### src/rtl/block_stream_pkg.sv
// ----------------------------------------------------------------------------
// block_stream_pkg
// Shared constants for the begin/end keyword byte stream: ASCII codes of the
// keyword letters and the delimiter, token-type encodings, sequence lengths,
// the token FSM state encoding and a case-folding helper.
// ----------------------------------------------------------------------------
package block_stream_pkg;

    // Lowercase ASCII letters used by the two keywords, plus the delimiter.
    localparam logic [7:0] CH_B     = 8'h62;
    localparam logic [7:0] CH_E     = 8'h65;
    localparam logic [7:0] CH_G     = 8'h67;
    localparam logic [7:0] CH_I     = 8'h69;
    localparam logic [7:0] CH_N     = 8'h6E;
    localparam logic [7:0] CH_D     = 8'h64;
    localparam logic [7:0] CH_SP    = 8'h20;
    // Lowercase minus this offset gives the uppercase letter.
    localparam logic [7:0] CASE_OFS = 8'h20;

    // Token type encodings on tok_type.
    localparam logic TOK_BEGIN = 1'b0;
    localparam logic TOK_END   = 1'b1;

    // Bytes per token, trailing space included.
    localparam int LEN_BEGIN = 6;
    localparam int LEN_END   = 4;

    // Byte index width; must hold LEN_BEGIN-1.
    localparam int IDX_W = 3;

    // Token FSM state encoding.
    typedef logic [0:0] state_t;
    localparam state_t ST_IDLE = 1'b0;
    localparam state_t ST_EMIT = 1'b1;

    // Fold a lowercase letter to uppercase; the delimiter is never folded.
    function automatic logic [7:0] apply_case(input logic [7:0] ch,
                                              input logic       upper);
        if (upper && (ch != CH_SP))
            return ch - CASE_OFS;
        return ch;
    endfunction

endpackage

### src/rtl/block_token_tx_if.sv
// ----------------------------------------------------------------------------
// block_token_tx_if
// Token request handshake into block_token_tx.
//   tok_valid : requester has a token this cycle
//   tok_type  : 0 = begin, 1 = end
//   tok_upper : 1 = emit letters in uppercase
//   tok_ready : transmitter can accept a token this cycle
// master = token source, slave = block_token_tx.
// ----------------------------------------------------------------------------
interface block_token_tx_if;

    logic tok_valid;
    logic tok_type;
    logic tok_upper;
    logic tok_ready;

    modport master (
        output tok_valid,
        output tok_type,
        output tok_upper,
        input  tok_ready
    );

    modport slave (
        input  tok_valid,
        input  tok_type,
        input  tok_upper,
        output tok_ready
    );

endinterface

### src/rtl/block_token_rom.sv
// ----------------------------------------------------------------------------
// block_token_rom
// Combinational keyword lookup: maps (token type, byte index, case) to the
// ASCII byte of that position and flags the trailing delimiter.
//   i_type  : token type (TOK_BEGIN / TOK_END)
//   i_idx   : byte position within the token
//   i_upper : 1 = uppercase letters
//   o_byte  : ASCII byte for this position
//   o_last  : this position is the trailing space
// ----------------------------------------------------------------------------
module block_token_rom
    import block_stream_pkg::*;
(
    input  logic             i_type,
    input  logic [IDX_W-1:0] i_idx,
    input  logic             i_upper,
    output logic [7:0]       o_byte,
    output logic             o_last
);

    logic [7:0] w_ch;

    always_comb begin
        w_ch   = CH_SP;
        o_last = 1'b0;
        if (i_type == TOK_BEGIN) begin
            case (i_idx)
                3'd0:    w_ch = CH_B;
                3'd1:    w_ch = CH_E;
                3'd2:    w_ch = CH_G;
                3'd3:    w_ch = CH_I;
                3'd4:    w_ch = CH_N;
                default: w_ch = CH_SP;
            endcase
            // Any out-of-range index is treated as the delimiter so the FSM
            // always finds its way back to IDLE.
            o_last = (i_idx >= IDX_W'(LEN_BEGIN - 1));
        end else begin
            case (i_idx)
                3'd0:    w_ch = CH_E;
                3'd1:    w_ch = CH_N;
                3'd2:    w_ch = CH_D;
                default: w_ch = CH_SP;
            endcase
            o_last = (i_idx >= IDX_W'(LEN_END - 1));
        end
    end

    assign o_byte = apply_case(w_ch, i_upper);

endmodule

### src/rtl/block_token_tx.sv
// ----------------------------------------------------------------------------
// block_token_tx
// Serialises begin/end keyword tokens into an ASCII byte stream, one byte per
// clock with a trailing space, and tracks the resulting nesting depth.
//   clk       : system clock, rising edge
//   reset     : asynchronous active-low reset
//   tok       : token handshake (slave side of block_token_tx_if)
//   out       : ASCII byte to the checker
//   out_valid : out carries a stream byte this cycle
//   depth     : current nesting depth
//   mismatch  : sticky, an end was emitted at depth 0
//   overflow  : sticky, a begin was emitted at maximum depth
//   balanced  : depth == 0 with neither sticky flag set
// ----------------------------------------------------------------------------
module block_token_tx
    import block_stream_pkg::*;
#(
    parameter int DEPTH_W = 8
)(
    input  logic               clk,
    input  logic               reset,
    block_token_tx_if.slave    tok,
    output logic [7:0]         out,
    output logic               out_valid,
    output logic [DEPTH_W-1:0] depth,
    output logic               mismatch,
    output logic               overflow,
    output logic               balanced
);

    localparam logic [DEPTH_W-1:0] DEPTH_MAX = '1;

    state_t             r_state;
    logic [IDX_W-1:0]   r_idx;
    logic               r_type;
    logic               r_upper;
    logic [DEPTH_W-1:0] r_depth;
    logic               r_mismatch;
    logic               r_overflow;

    logic [7:0]         w_rom_byte;
    logic               w_rom_last;
    logic               w_emit;
    logic               w_last;
    logic               w_accept;

    block_token_rom u_rom (
        .i_type  (r_type),
        .i_idx   (r_idx),
        .i_upper (r_upper),
        .o_byte  (w_rom_byte),
        .o_last  (w_rom_last)
    );

    assign w_emit = (r_state == ST_EMIT);
    assign w_last = w_emit && w_rom_last;

    // Ready in IDLE and on the delimiter cycle, which is what allows
    // back-to-back tokens without a gap. Gated by reset so the requester
    // sees not-ready while reset is held.
    assign tok.tok_ready = reset && (!w_emit || w_last);
    assign w_accept      = tok.tok_valid && tok.tok_ready;

    // The byte comes straight from the registered index/type/case, so it
    // drops to zero the moment reset forces the state back to IDLE.
    assign out       = w_emit ? w_rom_byte : 8'h00;
    assign out_valid = w_emit;

    assign depth    = r_depth;
    assign mismatch = r_mismatch;
    assign overflow = r_overflow;
    assign balanced = (r_depth == '0) && !r_mismatch && !r_overflow;

    // Token FSM: accept, then walk the byte index until the delimiter.
    always_ff @(posedge clk or negedge reset) begin
        if (!reset) begin
            r_state <= ST_IDLE;
            r_idx   <= '0;
            r_type  <= TOK_BEGIN;
            r_upper <= 1'b0;
        end else if (w_accept) begin
            r_state <= ST_EMIT;
            r_idx   <= '0;
            r_type  <= tok.tok_type;
            r_upper <= tok.tok_upper;
        end else if (w_last) begin
            r_state <= ST_IDLE;
            r_idx   <= '0;
        end else if (w_emit) begin
            r_idx   <= r_idx + 1'b1;
        end
    end

    // Depth bookkeeping happens on the delimiter cycle only, so a token cut
    // short by reset never touches the counter.
    always_ff @(posedge clk or negedge reset) begin
        if (!reset) begin
            r_depth    <= '0;
            r_mismatch <= 1'b0;
            r_overflow <= 1'b0;
        end else if (w_last) begin
            if (r_type == TOK_BEGIN) begin
                if (r_depth == DEPTH_MAX)
                    r_overflow <= 1'b1;
                else
                    r_depth <= r_depth + 1'b1;
            end else begin
                if (r_depth == '0)
                    r_mismatch <= 1'b1;
                else
                    r_depth <= r_depth - 1'b1;
            end
        end
    end

endmodule

### src/flat_wrapper.sv
// flat-port wrapper written by rule: the top's interface ports become plain ports
module block_token_tx_flat import block_stream_pkg::*;
#(
    parameter int DEPTH_W = 8
)
  (clk, reset, out, out_valid, depth, mismatch, overflow, balanced, tok_tok_valid, tok_tok_type, tok_tok_upper, tok_tok_ready);
  block_token_tx_if tok_i ();
  input  logic clk;
  input  logic reset;
  output logic [7:0] out;
  output logic out_valid;
  output logic [DEPTH_W-1:0] depth;
  output logic mismatch;
  output logic overflow;
  output logic balanced;
  input wire logic [$bits(tok_i.tok_valid)-1:0] tok_tok_valid;
  input wire logic [$bits(tok_i.tok_type)-1:0] tok_tok_type;
  input wire logic [$bits(tok_i.tok_upper)-1:0] tok_tok_upper;
  output wire logic [$bits(tok_i.tok_ready)-1:0] tok_tok_ready;
  assign tok_i.tok_valid = tok_tok_valid;
  assign tok_i.tok_type = tok_tok_type;
  assign tok_i.tok_upper = tok_tok_upper;
  assign tok_tok_ready = tok_i.tok_ready;
  block_token_tx #(.DEPTH_W(DEPTH_W)) u_core (.clk(clk), .reset(reset), .tok(tok_i), .out(out), .out_valid(out_valid), .depth(depth), .mismatch(mismatch), .overflow(overflow), .balanced(balanced));
endmodule
### config.mk
export PLATFORM = sky130hd
export DESIGN_NAME = block_token_tx_flat
export DESIGN_NICKNAME = d
export VERILOG_FILES = /design/src/rtl/block_stream_pkg.sv /design/src/rtl/block_token_tx_if.sv /design/src/rtl/block_token_rom.sv /design/src/rtl/block_token_tx.sv /design/src/flat_wrapper.sv
export SDC_FILE = /design/constraint.sdc
export NUM_CORES = 1
export LEC_CHECK = 0
export BUFFER_PORTS_ARGS = -buffer_cell sky130_fd_sc_hd__buf_4
export CAP_MARGIN = 15
export CORE_MARGIN = 2
export CORE_UTILIZATION = 30
export DETAILED_ROUTE_END_ITERATION = 8
export GPL_ROUTABILITY_DRIVEN = 0
export PLACE_DENSITY = 0.55
export SLEW_MARGIN = 20
export SYNTH_ARGS = -nofsm -noshare
export SYNTH_HDL_FRONTEND = slang
export SYNTH_SLANG_ARGS = --single-unit
export TNS_END_PERCENT = 20
### constraint.sdc
create_clock -name clk -period 4.4 [get_ports clk]
set_input_delay 0.22 -clock clk [delete_from_list [all_inputs] [get_ports clk]]
set_output_delay 0.22 -clock clk [all_outputs]
set_load 0.01 [all_outputs]
==> results.sh <==
export IMPL_outcome="complete, no violations"
export IMPL_startpoint_type="register"
export IMPL_yosys_area_share_adder_pct=13.1
export IMPL_clk_latency_ps=260
export IMPL_syn_area_um2=1200
export IMPL_syn_avg_cell_area_um2=8.72
export IMPL_synthXorXnorAreaFrac_pct=2.91
export IMPL_fmax_mhz=423
export IMPL_grt_usage_pct=14.4
export IMPL_dp_hpwl_um=2230
export IMPL_cts_hold_buf=1
export IMPL_cts_root_to_sink_buffers=2
export IMPL_pin_count=26
export IMPL_routed_wl_um=2950
export IMPL_slew_limit_headroom_pct=63.6
export IMPL_synthSimpleGateAreaFrac_pct=20.8
export IMPL_vias_per_cell=5.05
export IMPL_cts_setup_buffers=0
export IMPL_drt_iter0_markers=78
export IMPL_antenna_found_initial=0
export IMPL_grt_pass1_wl_um=4950
export IMPL_start_util_pct=30.5
export IMPL_cts_num_sinks=16
export IMPL_layout_area_overhead_vs_synth_pct=21.7
export IMPL_cts_buffers=3
export IMPL_period_minus_slack_ps=2370
export IMPL_final_antenna_net_count=0
export IMPL_crit_arrival_ps=2150
export IMPL_hold_viol=0
export IMPL_crit_fanout=10
export IMPL_grt_max_degree=19
export IMPL_fin_setup_tns_ps=0
export IMPL_p_leak_nw=0.686
export IMPL_synth_compound_gate_area_share_pct=20.9
export IMPL_end_kind="output pin"
export IMPL_diodes=0
export IMPL_drt_met1_wl_um=1380
export IMPL_drive_gt1_share_pct=21.7
export IMPL_critPathKind="register to output pin"
export IMPL_cp_data_required_time_ps=4180
export IMPL_power_density_nw_per_um2=861
export IMPL_p_total_mw=1.26
export IMPL_synth_top_family_by_area="compound AO/OA/AOI/OAI gates"
export IMPL_core_area_um2=3940
export IMPL_r2r_slack_ps=2100
export IMPL_die_area_um2=4530
export IMPL_wl_per_cell_um=14.0
export IMPL_vias=1065
export IMPL_synth_mux_area_share_pct=1.77
export IMPL_synthDistinctLibCells=46
export IMPL_worst_pin_slew_ps=545
export IMPL_drv_slew=0
export IMPL_cts_resized=0
export IMPL_cts_root_buf="clkbuf_8"
export IMPL_fp_dieW_um=67.3
export IMPL_wl_met3_um=100
export IMPL_yosysWarnings=0
export IMPL_yosysSeqAreaShare_pct=33.3
export IMPL_portBuffers=23
export IMPL_hp_class="primary input to register"
export IMPL_syn_inst=138
export IMPL_rsz0062_at_grt="false"
export IMPL_dr_pass1_iters=4
export IMPL_finClkSkew_ps=6.38
export IMPL_drc_errors=0
export IMPL_dr_wl_met2_um=1420
export IMPL_final_setup_viol_count=0
export IMPL_final_nets=179
export IMPL_cts_tree="done"
export IMPL_post_route_util_pct=37.2
export IMPL_die_h_um=67.3
export IMPL_clkSlewWorstSetupHoldPaths_ps=80
export IMPL_post_route_period_util_pct=53.8
export IMPL_rows=23
export IMPL_maxUsedRoutingLayer="met4"
export IMPL_drv_cap=0
export IMPL_htree_levels=1
export IMPL_grt_pass1_vias=1085
export IMPL_peakVddDrop_mv=0.334
export IMPL_gr_total_overflow=0
export IMPL_ys_seq_elements=16
synthesized netlist by cell type, drive strengths merged:
| cell type | number | share of area (%) |
|---|---|---|
| dfrtp | 16 | 33 |
| nand2 | 15 | 4.9 |
| o21ai | 13 | 5.4 |
| ha | 11 | 11 |
| inv | 11 | 3.4 |
| a21oi | 10 | 4.2 |
| nor2 | 8 | 3.1 |
| nand3 | 6 | 2.5 |
| buf | 5 | 3.2 |
| nor2b | 4 | 2.1 |
| nand4 | 3 | 1.6 |
| o31ai | 3 | 1.9 |
| a21boi | 2 | 1.6 |
| and2 | 2 | 1.0 |
| o22ai | 2 | 1.0 |
| or4 | 2 | 1.9 |
| xnor2 | 2 | 1.5 |
| xor2 | 2 | 1.5 |
| a211o | 1 | 0.73 |
| a21o | 1 | 0.62 |
| a31o | 1 | 0.73 |
| a31oi | 1 | 0.52 |
| and3 | 1 | 0.52 |
| clkbuf | 1 | 0.31 |
| conb | 1 | 0.31 |
| fa | 1 | 1.7 |
| mux2 | 1 | 0.94 |
| mux2i | 1 | 0.83 |
| nand2b | 1 | 0.52 |
| nand3b | 1 | 0.62 |
| nor3 | 1 | 0.42 |
| nor3b | 1 | 0.62 |
| nor4 | 1 | 0.52 |
| o211a | 1 | 0.83 |
| o21a | 1 | 0.62 |
| o22a | 1 | 0.73 |
| o311ai | 1 | 0.73 |
| o41ai | 1 | 1.4 |
| or2 | 1 | 0.52 |
report_power, final:
| group | internal [mW] | total [mW] | switching, mW | leakage [nW] |
|---|---|---|---|---|
| Combinational | 0.380 | 0.790 | 0.410 | 0.462 |
| Sequential | 0.211 | 0.333 | 0.121 | 0.196 |
| Clock | 0.0796 | 0.139 | 0.0596 | 0.0288 |
metrics by stage:
step / hold slack [ps] / cells / area [um2] / setup slack, ps
CTS: 183 / 211 / 1470 / 2030
global route: 187 / 211 / 1470 / 1800
finish: 175 / 211 / 1470 / 2030
global placement: 103 / 206 / 1400 / 2200
detailed placement: 107 / 206 / 1400 / 2120
floorplan: -75.6 / 139 / 1210 / 2430
worst max-delay path, stage by stage (launching register included):
cell and delay (ps):
dfrtp_1 510, inv_1 140, ha_1 260, a211o_1 290, o21ai_1 220, nand2_1 150
and2_1 190, buf_4 140
routing by layer:
| metal | track usage, % | up-vias |
|---|---|---|
| met4 | 6.63 | 0 |
| met2 | 25.0 | 25 |
| li1 | - | 526 |
| met5 | 0 | - |
| met1 | 17.5 | 508 |
| met3 | 2.17 | 6 |
worst paths after layout:
check | start | end | cells past startpoint
worst max-delay path | u_core.r_idx[2]$_DFFE_PN0P_ | tok_tok_ready | 7
worst min-delay path | tok_tok_type | u_core.r_type$_DFFE_PN0P_ | 3
worst max register to register | u_core.r_type$_DFFE_PN0P_ | u_core.depth[6]$_DFFE_PN0P_ | 8
worst min register to register | u_core.overflow$_DFFE_PN0P_ | u_core.overflow$_DFFE_PN0P_ | 2
max in group asynchronous | reset | u_core.depth[4]$_DFFE_PN0P_ | 2
min in group asynchronous | reset | u_core.r_type$_DFFE_PN0P_ | 2
flip-flops by register name, indices dropped and copies added, names as in the netlist:
register and flops:
u_core.r_type 1, u_core.r_upper 1, u_core.mismatch 1, u_core.out_valid 1
u_core.depth 8, u_core.r_idx 3, u_core.overflow 1
logic make-up after synthesis:
group	Yosys count
flip-flops	16
buffers and inverters	17
AO/OA/AOI/OAI	39
other	1
multiplexers	2
AND/OR/NAND/NOR	47
adder cells (fa/ha/maj)	12
XOR/XNOR	4
cell usage in the layout (no fill, tap or decap), drive strengths merged, types with 4 or more instances in the layout:
| master | count |
|---|---|
| buf | 23 |
| nor2 | 8 |
| nor2b | 4 |
| nand3 | 6 |
| a21oi | 10 |
| inv | 11 |
| clkbuf | 4 |
| o21ai | 13 |
| ha | 11 |
| nand2 | 15 |
| dfrtp | 16 |
layout make-up:
class / count / area [um2]
timing repair buffer: 24 / 183
tap: 50 / 62.6
clock buffer: 4 / 55.1
fill: 413 / 2480
inverter: 11 / 41.3
multi-input combinational: 106 / 723
sequential: 16 / 400
No activity file was read; power rests on OpenSTA's default activity.
